File: config.mk
export PLATFORM = sky130hd
export DESIGN_NAME = inst_loader
export DESIGN_NICKNAME = d
export VERILOG_FILES = /design/src/rtl/inst_loader.sv
export SDC_FILE = /design/constraint.sdc
export NUM_CORES = 1
export LEC_CHECK = 0
export ABC_AREA = 0
export BUFFER_PORTS_ARGS = -buffer_cell sky130_fd_sc_hd__buf_2
export CORE_ASPECT_RATIO = 1.25
export CORE_UTILIZATION = 53
export DETAILED_ROUTE_END_ITERATION = 10
export HOLD_SLACK_MARGIN = 0.1
export PLACE_DENSITY = 0.82
export REMOVE_ABC_BUFFERS = 1
export SYNTH_ARGS = -nofsm -noshare
export SYNTH_HDL_FRONTEND = slang
export SYNTH_SLANG_ARGS = --single-unit
File: constraint.sdc
create_clock -name Clk -period 4.4 [get_ports Clk]
set_input_delay 0.88 -clock Clk [delete_from_list [all_inputs] [get_ports Clk]]
set_output_delay 0.88 -clock Clk [all_outputs]
set_load 0.01 [all_outputs]
File: src/rtl/inst_loader.sv
// Streams machine-code words into a writable instruction memory through a registered write port.
// Optional XOR checksum of the accepted words is enabled with INST_LOADER_CHECKSUM_EN.
module inst_loader #(
  parameter int IW = 10,
  parameter int DW = 9
) (
  input  logic          Clk,
  input  logic          Reset_n,
  input  logic          Start,
  input  logic          InValid,
  input  logic [DW-1:0] InData,
  input  logic          InLast,
  output logic          InReady,
  output logic          WrEn,
  output logic [IW-1:0] WrAddr,
  output logic [DW-1:0] WrData,
  output logic [IW:0]   WordCount,
  output logic          Done,
  output logic          Overflow
`ifdef INST_LOADER_CHECKSUM_EN
  ,output logic [DW-1:0] Checksum
`endif
);

  localparam logic [1:0] ST_IDLE   = 2'd0;
  localparam logic [1:0] ST_LOAD   = 2'd1;
  localparam logic [1:0] ST_FINISH = 2'd2;

  localparam logic [IW-1:0] PTR_MAX = {IW{1'b1}};

  logic [1:0]    state_q, state_d;
  logic          wren_q, wren_d;
  logic [IW-1:0] addr_q, addr_d;
  logic [DW-1:0] data_q, data_d;
  logic [IW:0]   cnt_q, cnt_d;
  logic          done_q, done_d;
  logic          ovf_q, ovf_d;
  logic          accept_s;
  logic [IW-1:0] ptr_s;

  // The count never reaches 2**IW while loading, so its low bits are the write pointer.
  assign ptr_s    = cnt_q[IW-1:0];
  assign InReady  = (state_q == ST_LOAD);
  assign accept_s = InValid & InReady;

  // Session sequencing and write-port next state.
  always_comb begin
    state_d = state_q;
    wren_d  = 1'b0;
    addr_d  = addr_q;
    data_d  = data_q;
    cnt_d   = cnt_q;
    done_d  = done_q;
    ovf_d   = ovf_q;
    case (state_q)
      ST_IDLE, ST_FINISH: begin
        if (Start) begin
          state_d = ST_LOAD;
          cnt_d   = {(IW+1){1'b0}};
          done_d  = 1'b0;
          ovf_d   = 1'b0;
        end else begin
          state_d = state_q;
        end
      end
      ST_LOAD: begin
        if (accept_s) begin
          wren_d = 1'b1;
          addr_d = ptr_s;
          data_d = InData;
          cnt_d  = cnt_q + {{IW{1'b0}}, 1'b1};
          if (InLast) begin
            state_d = ST_FINISH;
            done_d  = 1'b1;
          end else if (ptr_s == PTR_MAX) begin
            state_d = ST_FINISH;
            done_d  = 1'b1;
            ovf_d   = 1'b1;
          end else begin
            state_d = ST_LOAD;
          end
        end else begin
          state_d = ST_LOAD;
        end
      end
      default: begin
        state_d = ST_IDLE;
      end
    endcase
  end

  // State and output registers with synchronous active-low reset.
  always_ff @(posedge Clk) begin
    if (!Reset_n) begin
      state_q <= ST_IDLE;
      wren_q  <= 1'b0;
      addr_q  <= {IW{1'b0}};
      data_q  <= {DW{1'b0}};
      cnt_q   <= {(IW+1){1'b0}};
      done_q  <= 1'b0;
      ovf_q   <= 1'b0;
    end else begin
      state_q <= state_d;
      wren_q  <= wren_d;
      addr_q  <= addr_d;
      data_q  <= data_d;
      cnt_q   <= cnt_d;
      done_q  <= done_d;
      ovf_q   <= ovf_d;
    end
  end

  assign WrEn      = wren_q;
  assign WrAddr    = addr_q;
  assign WrData    = data_q;
  assign WordCount = cnt_q;
  assign Done      = done_q;
  assign Overflow  = ovf_q;

`ifdef INST_LOADER_CHECKSUM_EN
  logic [DW-1:0] csum_q, csum_d;

  // Running XOR of the session's accepted words; Start begins a fresh sum.
  always_comb begin
    csum_d = csum_q;
    if (state_q != ST_LOAD && Start) begin
      csum_d = {DW{1'b0}};
    end else if (accept_s) begin
      csum_d = csum_q ^ InData;
    end else begin
      csum_d = csum_q;
    end
  end

  // Checksum register.
  always_ff @(posedge Clk) begin
    if (!Reset_n) begin
      csum_q <= {DW{1'b0}};
    end else begin
      csum_q <= csum_d;
    end
  end

  assign Checksum = csum_q;
`else
  // Checksum port and register are absent in this build.
`endif

endmodule

==> impl_metrics.toml, run 1 <==
[detailed_routing]
drcViolationCount = 0
via_count = 1264
ant_nets = 0
first_pass_iters = 4
viasPerCell = 5.24
wl_um = 2980
wire_per_inst_um = 12.4
drt-initial-drc-count = 35

[power_and_ir_drop]
sequentialPowerShare = 0.600
internal_power_mw = 0.415
switchingPower_mw = 0.130
leakage_nw = 0.747
netSwitchingFraction = 0.238
combPwrFrac = 0.085
clkPwrFrac = 0.314
ir_worst_vdd_v = 0.000176
p_per_area_nw_per_um2 = 312

[clock_tree]
cts_buffer_depth = 2
clkTransAtPathRegs_ps = 100
insertion_delay_ps = 330
post_cts.resized_instances = 0
hold_buffers = 0
cts_setup_buffers = 0
htree_levels = 2
cts_tree = "done"
cts_root_buffer = "clkbuf_4"
clock_sinks = 35
numCtsBuffers = 5

[timing]
rsz0062_at_grt = "no"
hold_viol = 0
fmax_mhz = 491
finalClockSkew_ps = 7.56
tightest_slew_ps = 834
slew_violations = 0
setup_viol = 0
min_period_ps = 2040
tns_ps = 0
relSlewSlack = 0.444
period_share = 0.463
hold_ws_ps = 454

[grt]
grt_max_degree = 28
grt.overflow.total = 0
antenna_found_initial = 0
grt_pass1_vias = 1149
grt.total_usage = 0.233
grt_pass1_wl_um = 5110

[worst_setup_path]
worst-endpoint-required_ps = 3520
arrival_ps = 1160
path_class = "reg2out"
cp-end-kind = "primary output"
crit_fanout = 6
startpoint_type = "flop"

[cells_and_area]
syn_to_final_growth_pct = 19.3
drive_gt1_frac = 0.288
antennaDiodeCount = 0
fin_nets = 223

[yosys]
syn_area_um2 = 1460
synth_area_leaders = "dfxtp_1 (48%), nand2_1 (11%), a21boi_0 (6.2%), xnor2_1 (4.2%), a21boi_1 (4.1%)"
syn_inst = 164
synth_top_area_cell = "dfxtp_1"
synth-seq-cells = 35
yosysSeqAreaShare = 0.479
synth_cell_types = 30
yosysWarnings = 0
synth.top_cell.area_share = 0.479
syn_avg_cell_area_um2 = 8.93

[die]
core_area_um2 = 2530
initial_core_util = 0.579
dieArea_um2 = 2980
die_h_um = 60.8
core.rowCount = 20
ios = 48
die_w_um = 49.0

[placement]
port_buffers = 47
gp_congestion = 0.797
dp.final_hpwl_um = 2120

[job]
drv_cap = 0

[status]
status = "complete, no violations"

[hold_path]
hold_class = "reg2reg"
per-layer routing:
metal  vias up  routed length, µm  track usage  share of wire
li1        637                  -            -              -
met1       580               1270        0.255           0.43
met2        42               1490        0.425           0.50
met3         5                167       0.0451          0.056
met4         0                 49        0.139          0.016
met5         -                  0            0              0
stage by stage:
step                      setup slack [ps]  utilization  total power, mW  instances  area, µm²
final                                 2360        0.691            0.545        241       1750
after global routing                  2250        0.691            0.573        241       1750
after CTS                             2350        0.691            0.550        241       1750
after detailed placement              2060        0.669            0.381        234       1690
after global placement                2160        0.669            0.379        234       1690
after floorplan                       2510            -            0.360        154       1410
worst paths after layout:
path	start	to	slack (ps)	cells after the start
max	state_q[0]	InReady	2360	2
min	WrData[5]	WrData[5]	450	2
max reg2reg	state_q[0]	WordCount[2]	2650	4
min reg2reg	WrData[5]	WrData[5]	450	2
power by group through the flow:
stage | Clock (mW) | Sequential, mW | Combinational, mW
final | 0.171 | 0.327 | 0.0465
after global placement | 0 | 0.334 | 0.0456
after floorplan | 0 | 0.336 | 0.0240
after detailed placement | 0 | 0.334 | 0.0472
after global routing | 0.193 | 0.328 | 0.0519
after CTS | 0.176 | 0.327 | 0.0472
logic make-up (layout without fill, tap and decap cells):
logic type / count (synthesis) / in the layout / synth area share
adders and majority gates: 1 / 1 / 0.00855
and+or+nand+nor: 74 / 74 / 0.240
DFF: 35 / 35 / 0.479
buffers and inverters: 11 / 55 / 0.0368
xor gates and xnor gates: 9 / 9 / 0.0538
AOI/OAI and AO/OA: 34 / 34 / 0.182
state kept, by name (all words and copies together) (netlist names):
name,flops
Done,1
WordCount,11
Overflow,1
WrAddr,10
WrData,9
WrEn,1
state_q,2
final cells by class:
class | instances | area, µm²
fillers | 223 | 781
multi-input cells | 118 | 709
flip-flops and latches | 35 | 701
repair buffers | 47 | 235
clock buffers | 6 | 51.3
well taps | 33 | 41.3
clock inverters | 1 | 5.00
inverters | 1 | 3.75
critical path, stage by stage (launching register included):
cell	delay [ps]
dfxtp_1	450
nor2b_1	220
buf_2	160
cell usage after synthesis:
cell,number
nand3b_4,1
nor3_1,2
a2111oi_2,3
a211oi_1,2
nand4_2,1
xor2_1,2
xnor2_1,7
nand2_1,44
ha_1,1
o31a_1,1
nand2b_4,1
dfxtp_1,35
a31o_1,1
o2111ai_1,1
nor2b_1,3
o21ai_0,2
a21oi_1,4
nand4_1,1
inv_1,1
nor3b_1,1
and2_1,1
nor2_1,11
a21boi_0,12
buf_6,1
or4bb_1,1
clkbuf_1,5
buf_2,4
and3b_1,1
nand3_1,6
a21boi_1,8
layout by cell type, fill, tap and decap left out, types with 2 or more instances in the layout:
| cell type | n |
|---|---|
| a21oi_1 | 4 |
| nor2_1 | 11 |
| clkbuf_4 | 5 |
| nand3_1 | 6 |
| o21ai_0 | 2 |
| a211oi_1 | 2 |
| buf_2 | 47 |
| a2111oi_2 | 3 |
| nor2b_1 | 3 |
| xor2_1 | 2 |
| dfxtp_1 | 35 |
| nand2_1 | 44 |
| nor3_1 | 2 |
| a21boi_1 | 8 |
| xnor2_1 | 7 |
| a21boi_0 | 12 |
(Power assumes the default switching activity.)
==> inputs of run 2 (changes only) <==
Settings changed: CORE_UTILIZATION 53 to 44, PLACE_DENSITY 0.82 to 0.73.
Clock period 4.4 ns to 1.8 ns, I/O delays scaled along.
==> run 2 against run 1 <==
Clock-buffer cell count did not move. Power rose to 3.0 times the previous value. Via count rose by 1.0%. Die area rose by 20%. Cell count rose by 3.7%. First-iteration DRC count fell by 34%. Setup slack got worse by 2100 ps. Hold slack got worse by 150 ps. Global-route usage fell by 2.0 points. Routed wire length rose by 9.8%. Critical endpoint is now WordCount[10]. Largest cell class unchanged. Largest power group unchanged. Highest routed layer unchanged.
==> impl_metrics.toml, run 2 (synthesized netlist as in run 1, its figures left out) <==
[power_and_ir_drop]
p_per_area_nw_per_um2 = 895
leakage_nw = 0.794
ir_worst_vdd_v = 0.000586
finalPower_mw = 1.65

[timing]
slew_violations = 0
rsz0062_at_grt = "no"
setup_viol = 0
tns_ps = 0
tightest_slew_ps = 421
hold_viol = 0
finalClockSkew_ps = 6.14
fin_ws_ps = 257
min_period_ps = 1540
fmax_mhz = 648
relSlewSlack = 0.719
hold_ws_ps = 303
period_share = 0.857

[placement]
port_buffers = 47
dp.final_hpwl_um = 2290
dpl_worst_slack_ps = 256
gp_congestion = 0.823

[grt]
antenna_found_initial = 0
grt.overflow.total = 0
grt.total_usage = 0.212
grt_pass1_vias = 1175
grt_pass1_wl_um = 5300
grt_max_degree = 19

[clock_tree]
hold_buffers = 0
cts_buffer_depth = 2
cts_root_buffer = "clkbuf_8"
post_cts.resized_instances = 0
htree_levels = 2
cts_tree = "done"
clock_sinks = 35
insertion_delay_ps = 290
clkTransAtPathRegs_ps = 70
numCtsBuffers = 5
cts_setup_buffers = 0

[hold_path]
hold_path_depth = 3
hold_start = "InData[6]"
hold_class = "in2reg"

[worst_setup_path]
worst-endpoint-required_ps = 1970
r2r-start = "WordCount[1]"
path_class = "reg2reg"
arrival_ps = 1720
cpPeakStageDelay_ps = 420
critPathSlowestCell = "dfxtp_1"
crit_fanout = 6
cp-end-kind = "flop"
path_cells = "ha_1 > nand4_2 > a2111oi_2 > xnor2_1 > nor2_1"
startpoint_type = "flop"
cp_num_buf_inv = 0
r2r_cells = 5
crit_start = "WordCount[1]"
cp_top_family = "flip-flops"
path_depth = 5

[detailed_routing]
via_count = 1277
drt-initial-drc-count = 23
drcViolationCount = 0
viasPerCell = 5.11
first_pass_iters = 4
wl_um = 3270
wire_per_inst_um = 13.1
ant_nets = 0

[die]
initial_core_util = 0.458
die_h_um = 66.5
dieArea_um2 = 3560
ios = 48
core.rowCount = 23
core_area_um2 = 3190
die_w_um = 53.6

[cells_and_area]
layout_common_cells = "buf_2 (47), nand2_1 (44), dfxtp_1 (35)"
final_common_cell = "buf_2"
nFillCells = 308
fin_nets = 227
drive_gt1_frac = 0.305
largest_reg_flops = 11
antennaDiodeCount = 0
syn_to_final_growth_pct = 25.9

[job]
drv_cap = 0

[status]
status = "complete, no violations"
==> run 2: changes by cell type in the layout (fill, tap and decap cells not counted) <==
| cell | change |
|---|---|
| bufinv_16 | +1 |
| buf_4 | +4 |
| clkbuf_4 | -5 |
| clkbuf_8 | +5 |
==> run 2: through the flow <==
stage | cells | util | cell area [µm²]
after detailed placement | 242 | 0.540 | 1730
after global placement | 242 | 0.540 | 1730
after global routing | 250 | 0.577 | 1840
after CTS | 250 | 0.577 | 1840
final | 250 | 0.577 | 1840
after floorplan | 154 | - | 1410
==> run 2: layout make-up <==
type | count | area (µm²) | area share
Clock inverter | 2 | 35.0 | 0.0190
Timing Repair Buffer | 51 | 265 | 0.144
Multi-Input combinational cell | 118 | 709 | 0.385
Clock buffer | 6 | 82.6 | 0.0448
Sequential cell | 35 | 701 | 0.380
Tap cell | 37 | 46.3 | 0.0251
Inverter | 1 | 3.75 | 0.00204
==> run 2: path summary, 6_finish.rpt <==
path / slack, ps / end
hold / removal: 300 / WrData[6]
setup reg to reg: 260 / WordCount[10]
setup / recovery: 260 / WordCount[10]
hold reg to reg: 450 / WrAddr[9]
==> run 2: metal layers <==
layer  track usage  share of wire  up-vias
li1              -              -      646
met1         0.250           0.43      570
met2         0.342           0.48       55
met3        0.0753          0.085        6
met4        0.0855          0.013        0
met5             0              0        -
==> run 2: report_power, final <==
part	internal (mW)	total (mW)	switching (mW)
combinational	0.0509	0.125	0.0742
sequential	0.789	0.798	0.00974
clock	0.448	0.725	0.278
==> run 2: tightest hold or removal path, cell delays in order <==
cell	delay [ps]
buf_2	90
nand2_1	40
a21boi_1	50
